--- config.mk ---
export PLATFORM = sky130hd
export DESIGN_NAME = fetch_stage
export DESIGN_NICKNAME = d
export VERILOG_FILES = /design/src/rtl/fetch_stage.sv
export SDC_FILE = /design/constraint.sdc
export NUM_CORES = 1
export LEC_CHECK = 0
export BUFFER_PORTS_ARGS = -buffer_cell sky130_fd_sc_hd__buf_2
export CAP_MARGIN = 20
export CELL_PAD_IN_SITES_DETAIL_PLACEMENT = 0
export CELL_PAD_IN_SITES_GLOBAL_PLACEMENT = 1
export CORE_UTILIZATION = 35
export CTS_CLUSTER_DIAMETER = 60
export DETAILED_ROUTE_END_ITERATION = 8
export PLACE_DENSITY = 0.9
export SYNTH_ARGS = -nofsm -noshare
export SYNTH_HDL_FRONTEND = slang
export SYNTH_SLANG_ARGS = --single-unit
--- constraint.sdc ---
create_clock -name clock -period 3.5 [get_ports clock]
set_clock_uncertainty 0.15 [all_clocks]
set_input_delay 0 -clock clock [delete_from_list [all_inputs] [get_ports clock]]
set_output_delay 0 -clock clock [all_outputs]
set_load 0.005 [all_outputs]
--- src/rtl/fetch_stage.sv ---
// Instruction-fetch stage: PC register and IF/ID pipeline register with stall, flush and branch redirect.
// pc drives instruction memory directly; instr_in is expected back in the same cycle.
module fetch_stage #(
  parameter int                     PC_WIDTH    = 8,
  parameter int                     INSTR_WIDTH = 32,
  parameter int                     PC_STEP     = 1,
  parameter logic [PC_WIDTH-1:0]    RESET_PC    = '0,
  parameter logic [INSTR_WIDTH-1:0] NOP_INSTR   = '0
) (
  input  logic                   clock,
  input  logic                   reset,
  input  logic                   stall,
  input  logic                   flush,
  input  logic                   branch_taken,
  input  logic [PC_WIDTH-1:0]    branch_target,
  input  logic [INSTR_WIDTH-1:0] instr_in,
  output logic [PC_WIDTH-1:0]    pc,
  output logic [PC_WIDTH-1:0]    if_pc_out,
  output logic [PC_WIDTH-1:0]    if_pc_next_out,
  output logic [INSTR_WIDTH-1:0] if_instr_out,
  output logic                   if_valid_out
);

  localparam logic [PC_WIDTH-1:0] PC_STEP_W = PC_WIDTH'(PC_STEP);

  logic [PC_WIDTH-1:0] pc_plus;

  // Modulo 2^PC_WIDTH; the carry out is dropped on purpose.
  assign pc_plus = pc + PC_STEP_W;

  always_ff @(posedge clock) begin
    if (reset) begin
      pc <= RESET_PC;
    end else if (branch_taken) begin
      pc <= branch_target;
    end else if (!stall) begin
      pc <= pc_plus;
    end
  end

  // A redirect always bubbles IF/ID, even under stall, so the wrong-path word never reaches decode.
  always_ff @(posedge clock) begin
    if (reset || flush || branch_taken) begin
      if_pc_out      <= '0;
      if_pc_next_out <= '0;
      if_instr_out   <= NOP_INSTR;
      if_valid_out   <= 1'b0;
    end else if (!stall) begin
      if_pc_out      <= pc;
      if_pc_next_out <= pc_plus;
      if_instr_out   <= instr_in;
      if_valid_out   <= 1'b1;
    end
  end

endmodule

=== Word-level counts from Yosys, hierarchy flattened ===
Index checks and enable logic that the tools add are counted.

* Add/subtract/negate cells: 1
* Equality and inequality tests: 1
* Muxes and demuxes: 2
* Reduce and logical (&&, ||, !) cells: 2

{| class="wikitable"
|+ Operators with widths
! cell !! count
|-
| 2-to-1 mux 8 bit || 2
|-
| adder 8 x 1 -> 8 bit, second input constant || 1
|-
| logical OR 1 bit || 2
|-
| inequality test 2 x 1 -> 1 bit, second input constant || 1
|}

* Register bits: 57
* Input bits: 45
* Output and inout port bits: 57

=== Depth between registers and ports, before layout ===
Gate-level depths: netlist (run 1).

* Depth in word-level cells: 3
* Mapped depth: 5

=== Least setup slack after synthesis (run 1) ===
Ideal clock, no wire load.

* Path kind: register to register
* Start: register pc[0]
* End: register pc[6]
* Arrival: 1.383 ns
* Slack: 1.876 ns
* Cell stages (with the launch flop): 5
* Buffers on the path: 0
* Path through: dfxtp_1 ha_1 nand2_1 or4_1 a311oi_1

* Longest elaborated chain between the ends: 3

{| class="wikitable"
|+ RTL lines
! element !! line !! source
|-
| from (decl) || 17 || <nowiki>output logic [PC_WIDTH-1:0] pc,</nowiki>
|-
| from (signal assigned) || 35 || <nowiki>pc <= branch_target;</nowiki>
|-
| from (signal assigned) || 37 || <nowiki>pc <= pc_plus;</nowiki>
|-
| adder 8 x 1 -> 8 bit || 29 || <nowiki>assign pc_plus = pc + PC_STEP_W;</nowiki>
|-
| 2-to-1 mux 8 bit || 36 || <nowiki>end else if (!stall) begin</nowiki>
|-
| 2-to-1 mux 8 bit || 34 || <nowiki>end else if (branch_taken) begin</nowiki>
|}

Every way passes these cells. The select of a mux whose other input is x is not followed.
A chain may end at the register's enable or synchronous reset.

=== Worst setup path after layout (run 1) ===
* Start: register pc[2]
* End: register pc[5]

Same word-level chain as after synthesis.

==> results of run 1 <==
where the power goes:
group          switching, W  total [W]  internal, W
clock              0.000254   0.000691     0.000437
combinational     0.0000700   0.000172     0.000102
sequential        0.0000172   0.000683     0.000665
stage by stage:
stage	hold slack, ps	util (%)
finish	87.9	58.2
global route	146	58.2
CTS	88.2	58.2
detailed placement	85.6	45.6
global placement	78.1	45.6
floorplan	-14.0	-
tightest hold or removal path, delay by kind of cell:
kind	cells	cell delay (ps)
AOI/OAI and AO/OA	1	50
buffers and inverters	1	330
and+or+nand+nor	1	140
cell families (layout without fill, tap and decap cells):
kind of cell | after synthesis | after routing | share of synthesized area [%]
AOI/OAI and AO/OA | 31 | 31 | 8.63
xor gates and xnor gates | 4 | 4 | 1.58
adders and majority gates | 1 | 1 | 0.564
buffers and inverters | 19 | 174 | 4.06
DFF | 57 | 57 | 51.4
muxes | 42 | 42 | 19.0
and+or+nand+nor | 74 | 74 | 14.7
layout by cell type (no fill, tap or decap), types with 2 or more instances in the layout:
master,netlist,final
dlygate4sd3_1,0,53
and2_1,2,2
nand2_1,6,6
buf_4,3,2
a31oi_1,4,4
o31ai_1,2,2
a21oi_1,6,6
nor3_1,2,2
nor2_1,48,48
inv_1,2,2
buf_2,6,101
or3_2,2,2
dfxtp_1,57,57
clkbuf_8,0,11
a311oi_1,4,4
bufinv_16,0,2
or4_1,2,2
nand3_1,3,3
o21ai_0,11,11
mux2i_1,41,41
or3_1,4,4
xor2_1,3,3
clkinv_2,0,2
cell type report:
type	instances	area (um^2)	share of cell area, %
Clock buffer	11	151	4.31
Clock inverter	5	77.6	2.21
Inverter	2	7.51	0.214
Multi-Input combinational cell	152	987	28.1
Sequential cell	57	1140	32.5
Tap cell	75	93.8	2.67
Timing Repair Buffer	156	1050	29.9
timing repair:
action	4_1_cts	5_1_grt
gates resized for setup	0	0
endpoints found under the setup margin	0	0
hold buffers	53	0
hold endpoints to repair	46	0
sequential cells by signal, indices dropped and copies added, names as in the netlist:
name	count
pc	8
if_valid_out	1
if_pc_out	8
if_pc_next_out	8
if_instr_out	32
routing by layer:
metal / track usage, % / routed length, um
met5: 0 / 0
met4: 8.25 / 78
met3: 5.33 / 353
met2: 31.4 / 2820
met1: 20.6 / 2510
worst max path at each step:
stage	from	endpoint	slack (ps)	cells past startpoint
floorplan	pc[0]	pc[6]	1880	4
global placement	stall	pc[5]	1710	4
detailed placement	stall	pc[5]	1720	4
CTS	pc[2]	pc[5]	1210	4
global route	pc[2]	pc[5]	960	4
finish	pc[2]	pc[5]	1100	4
==> flow_metrics.env, run 1 <==
export IMPL_leakagePower_nw=1.69
export IMPL_yosys_top_cells_count="57 x dfxtp_1, 48 x nor2_1, 41 x mux2i_1"
export IMPL_reg2reg_depth=4
export IMPL_gp_congestion=0.772
export IMPL_grt_pass1_wl_um=9050
export IMPL_r2r_end="pc[5]"
export IMPL_dp_final_hpwl_um=3510
export IMPL_hold_viol_final=0
export IMPL_relSlewSlack_pct=52.6
export IMPL_worst_slew_pin_slew_ps=711
export IMPL_ys_flop_type="dfxtp_1"
export IMPL_die_h_um=81.6
export IMPL_yosysMostFrequentCell="dfxtp_1"
export IMPL_pre_cts_ws_ps=1720
export IMPL_final_antenna_net_count=0
export IMPL_finalInstanceArea_um2=3510
export IMPL_vias=2135
export IMPL_syn_avg_cell_area_um2=9.73
export IMPL_ys_ff_latch=57
export IMPL_placed_area_um2=2750
export IMPL_overflow=0
export IMPL_die_area_um2=6660
export IMPL_cp_buffers_inverters=1
export IMPL_wl_per_cell_um=12.6
export IMPL_timing_rr_start="pc[2]"
export IMPL_die_w_um=81.6
export IMPL_grt_pass1_vias=2004
export IMPL_end_kind="register"
export IMPL_syn2layout_area_growth_pct=58.2
export IMPL_drv_cap=0
export IMPL_grt_util_all_layers_pct=18.2
export IMPL_yosys_top_cells_area="dfxtp_1 51%, mux2i_1 18%, nor2_1 8.1%"
export IMPL_clkSinkCount=57
export IMPL_min_delay_path_class="primary input to register"
export IMPL_synthCells=228
export IMPL_hold_path_end="if_pc_next_out[2]"
export IMPL_hold_depth=3
export IMPL_fin_ws_ps=1100
export IMPL_rows=28
export IMPL_fmax_mhz=416
export IMPL_cts_tree="done"
export IMPL_outcome="complete, no violations"
export IMPL_grt_max_degree=44
export IMPL_dp_cells=389
export IMPL_yosysSeqAreaShare_pct=51.4
export IMPL_cts_made_buffers=9
export IMPL_cpPeakStageDelay_ps=600
export IMPL_total_power_w=0.00155
export IMPL_path_class="register to register"
export IMPL_crit_chain="nand3_1 > or4_1 > a311oi_1 > dlygate4sd3_1"
export IMPL_drive_gt1_share_pct=32.4
export IMPL_min_delay_start="stall"
export IMPL_portBuffers=101
export IMPL_synth_top_area_cell="dfxtp_1"
export IMPL_antenna_found_initial=0
export IMPL_regToRegSetupSlack_ps=1100
export IMPL_slowest_stage="dlygate4sd3_1"
export IMPL_crit_arrival_ps=2510
export IMPL_fin_cells=458
export IMPL_cp_top_family="simple AND/OR/NAND/NOR gates"
export IMPL_wirelength_um=5770
export IMPL_initial_core_util_pct=36.8
export IMPL_nFillCells=544
export IMPL_synth_cell_types=32
export IMPL_netlist_area_um2=2220
export IMPL_synth_nets=274
export IMPL_worstSetupStartpointType="register"
export IMPL_clk_pin_slew_ps=60
export IMPL_synth_top_area_share_pct=51.4
export IMPL_period_share_pct=68.6
export IMPL_firstDrtPassIters=4
export IMPL_slew_viol_final=0
export IMPL_async_flop_share_pct=0
export IMPL_drt_iter0_drc=85
export IMPL_clock_path_buffers=2
export IMPL_setup_viol=0
export IMPL_synth_edf_count=0
export IMPL_htreeDepth=3
export IMPL_final_nets=424
export IMPL_period_needed_ps=2400
export IMPL_crit_fanout=11
export IMPL_p_per_area_nw_per_um2=440
export IMPL_ios=102
export IMPL_vdd_ir_drop_max_mv=0.198
export IMPL_n_antenna_cell=0
export IMPL_cts_setup_buffers=0
export IMPL_clock_latency_ps=320
export IMPL_rsz0062_at_grt="no"
export IMPL_critPathRequiredTime_ps=3610
export IMPL_ys_warn_count=0
export IMPL_ctsRootBufferMaster="clkbuf_8"
export IMPL_via_per_inst=4.66
export IMPL_tns_ps=0
export IMPL_drc=0
export IMPL_coreArea_um2=6030
Power figures use the tool's default switching activity.
==> run 2, diff against run 1 <==
- CORE_UTILIZATION: 35 -> 33
- PLACE_DENSITY: 0.9 -> 0.86
- clock period: 3.5 -> 2.48 ns (I/O delays scaled with it)
==> flow_metrics.env, run 2 (synthesis gave the netlist of run 1 again) <==
export IMPL_outcome="finished, violations left"
export IMPL_violations="design-rule violations"
export IMPL_ctsRootBufferMaster="clkbuf_8"
export IMPL_cts_tree="done"
export IMPL_syn2layout_area_growth_pct=57.5
export IMPL_period_needed_ps=2360
export IMPL_r2r_end="pc[5]"
export IMPL_dp_final_hpwl_um=3630
export IMPL_total_power_w=0.00214
export IMPL_drv_cap=0
export IMPL_antenna_found_initial=0
export IMPL_timing_rr_start="pc[2]"
export IMPL_min_delay_start="stall"
export IMPL_reg2reg_depth=4
export IMPL_timing_hold_ws_ps=124
export IMPL_hold_path_end="if_pc_next_out[2]"
export IMPL_drc=14
export IMPL_die_area_um2=7050
export IMPL_coreArea_um2=6420
export IMPL_wl_per_cell_um=13.1
export IMPL_die_h_um=84.0
export IMPL_worst_slew_pin_slew_ps=790
export IMPL_firstDrtPassIters=8
export IMPL_grt_max_degree=36
export IMPL_grt_util_all_layers_pct=17.5
export IMPL_cts_setup_buffers=0
export IMPL_ios=102
export IMPL_drive_gt1_share_pct=32.6
export IMPL_wirelength_um=6030
export IMPL_nFillCells=606
export IMPL_crit_arrival_ps=2490
export IMPL_clock_path_buffers=2
export IMPL_n_antenna_cell=0
export IMPL_relSlewSlack_pct=47.3
export IMPL_fmax_mhz=424
export IMPL_htreeDepth=3
export IMPL_hold_depth=3
export IMPL_grt_pass1_wl_um=9600
export IMPL_regToRegSetupSlack_ps=120
export IMPL_clkSinkCount=57
export IMPL_finalInstanceArea_um2=3490
export IMPL_grt_pass1_vias=2079
export IMPL_final_common_cell="buf_2"
export IMPL_overflow=0
export IMPL_via_per_inst=4.65
export IMPL_clk_pin_slew_ps=70
export IMPL_drt_iter0_drc=111
export IMPL_initial_core_util_pct=34.5
export IMPL_final_cell_mix="101 x buf_2, 57 x dfxtp_1, 52 x dlygate4sd3_1"
export IMPL_critPathRequiredTime_ps=2610
export IMPL_rows=29
export IMPL_final_antenna_net_count=0
export IMPL_final_nets=424
export IMPL_top_register="if_instr_out"
export IMPL_die_w_um=84.0
export IMPL_worstSetupStartpointType="register"
export IMPL_hold_viol_final=0
export IMPL_vias=2141
export IMPL_p_per_area_nw_per_um2=614
export IMPL_crit_fanout=11
export IMPL_placed_area_um2=2760
export IMPL_leakagePower_nw=1.68
export IMPL_vdd_ir_drop_max_mv=0.283
export IMPL_gp_congestion=0.741
export IMPL_final_core_util_pct=54.4
export IMPL_clock_latency_ps=330
export IMPL_largest_reg_flops=32
export IMPL_rsz0062_at_grt="yes"
export IMPL_portBuffers=101
export IMPL_min_delay_path_class="primary input to register"
export IMPL_slew_viol_final=0
export IMPL_setup_viol=0
export IMPL_cts_made_buffers=9
export IMPL_period_share_pct=95.0
export IMPL_end_kind="register"
export IMPL_path_class="register to register"
==> run 2: cell types whose count changed in the layout (fill, tap and decap cells not counted), sizes merged <==
cell	before	now
buf	103	104
clkinv	2	3
clkbuf	11	10
dlygate4sd3	53	52
==> run 2: repair_timing <==
action,in CTS,in global routing
hold buffers,52,0
resized for setup,0,1
setup endpoints to repair,0,2
endpoints found under the hold margin,46,0
==> run 2: layout make-up <==
type,instances,area (um^2),share of cell area [%]
clock buffers,10,128,3.65
clock inverters,6,82.6,2.36
inverters,2,7.51,0.215
multi-input cells,152,990,28.3
flip-flops and latches,57,1140,32.7
well taps,77,96.3,2.76
repair buffers,156,1050,30.0
==> run 2: worst max-delay path, stage by stage (launching register included) <==
cell           delay (ps)
dfxtp_1               460
nand3_1               320
or4_1                 480
a311oi_1              300
dlygate4sd3_1         580
==> run 2: worst max-delay path by stage <==
stage,from,to,cells past startpoint
6_report,pc[2],pc[5],4
5_1_grt,pc[2],pc[5],4
4_1_cts,pc[2],pc[5],4
3_5_place_dp,pc[2],pc[5],3
3_3_place_gp,pc[2],pc[5],3
2_1_floorplan,pc[0],pc[6],4
==> run 2: routing by layer <==
| layer | wire length (um) | global-route usage (%) |
|---|---|---|
| met4 | 89 | 8.46 |
| met3 | 345 | 4.65 |
| met1 | 2730 | 20.6 |
| met5 | 0 | 0 |
| met2 | 2870 | 29.4 |
==> run 2: report_power, final <==
group / switching (W) / internal (W)
clock: 0.000374 / 0.000560
sequential: 0.0000250 / 0.000939
combinational: 0.000101 / 0.000144
total: 0.000500 / 0.00164
==> run 2: metrics by stage <==
| stage | setup TNS (ps) | setup slack, ps | cells |
|---|---|---|---|
| floorplan | 0 | 856 | 228 |
| global placement | 0 | 794 | 392 |
| detailed placement | 0 | 750 | 392 |
| CTS | 0 | 152 | 460 |
| global route | -8.91 | -8.91 | 460 |
| finish | 0 | 123 | 460 |
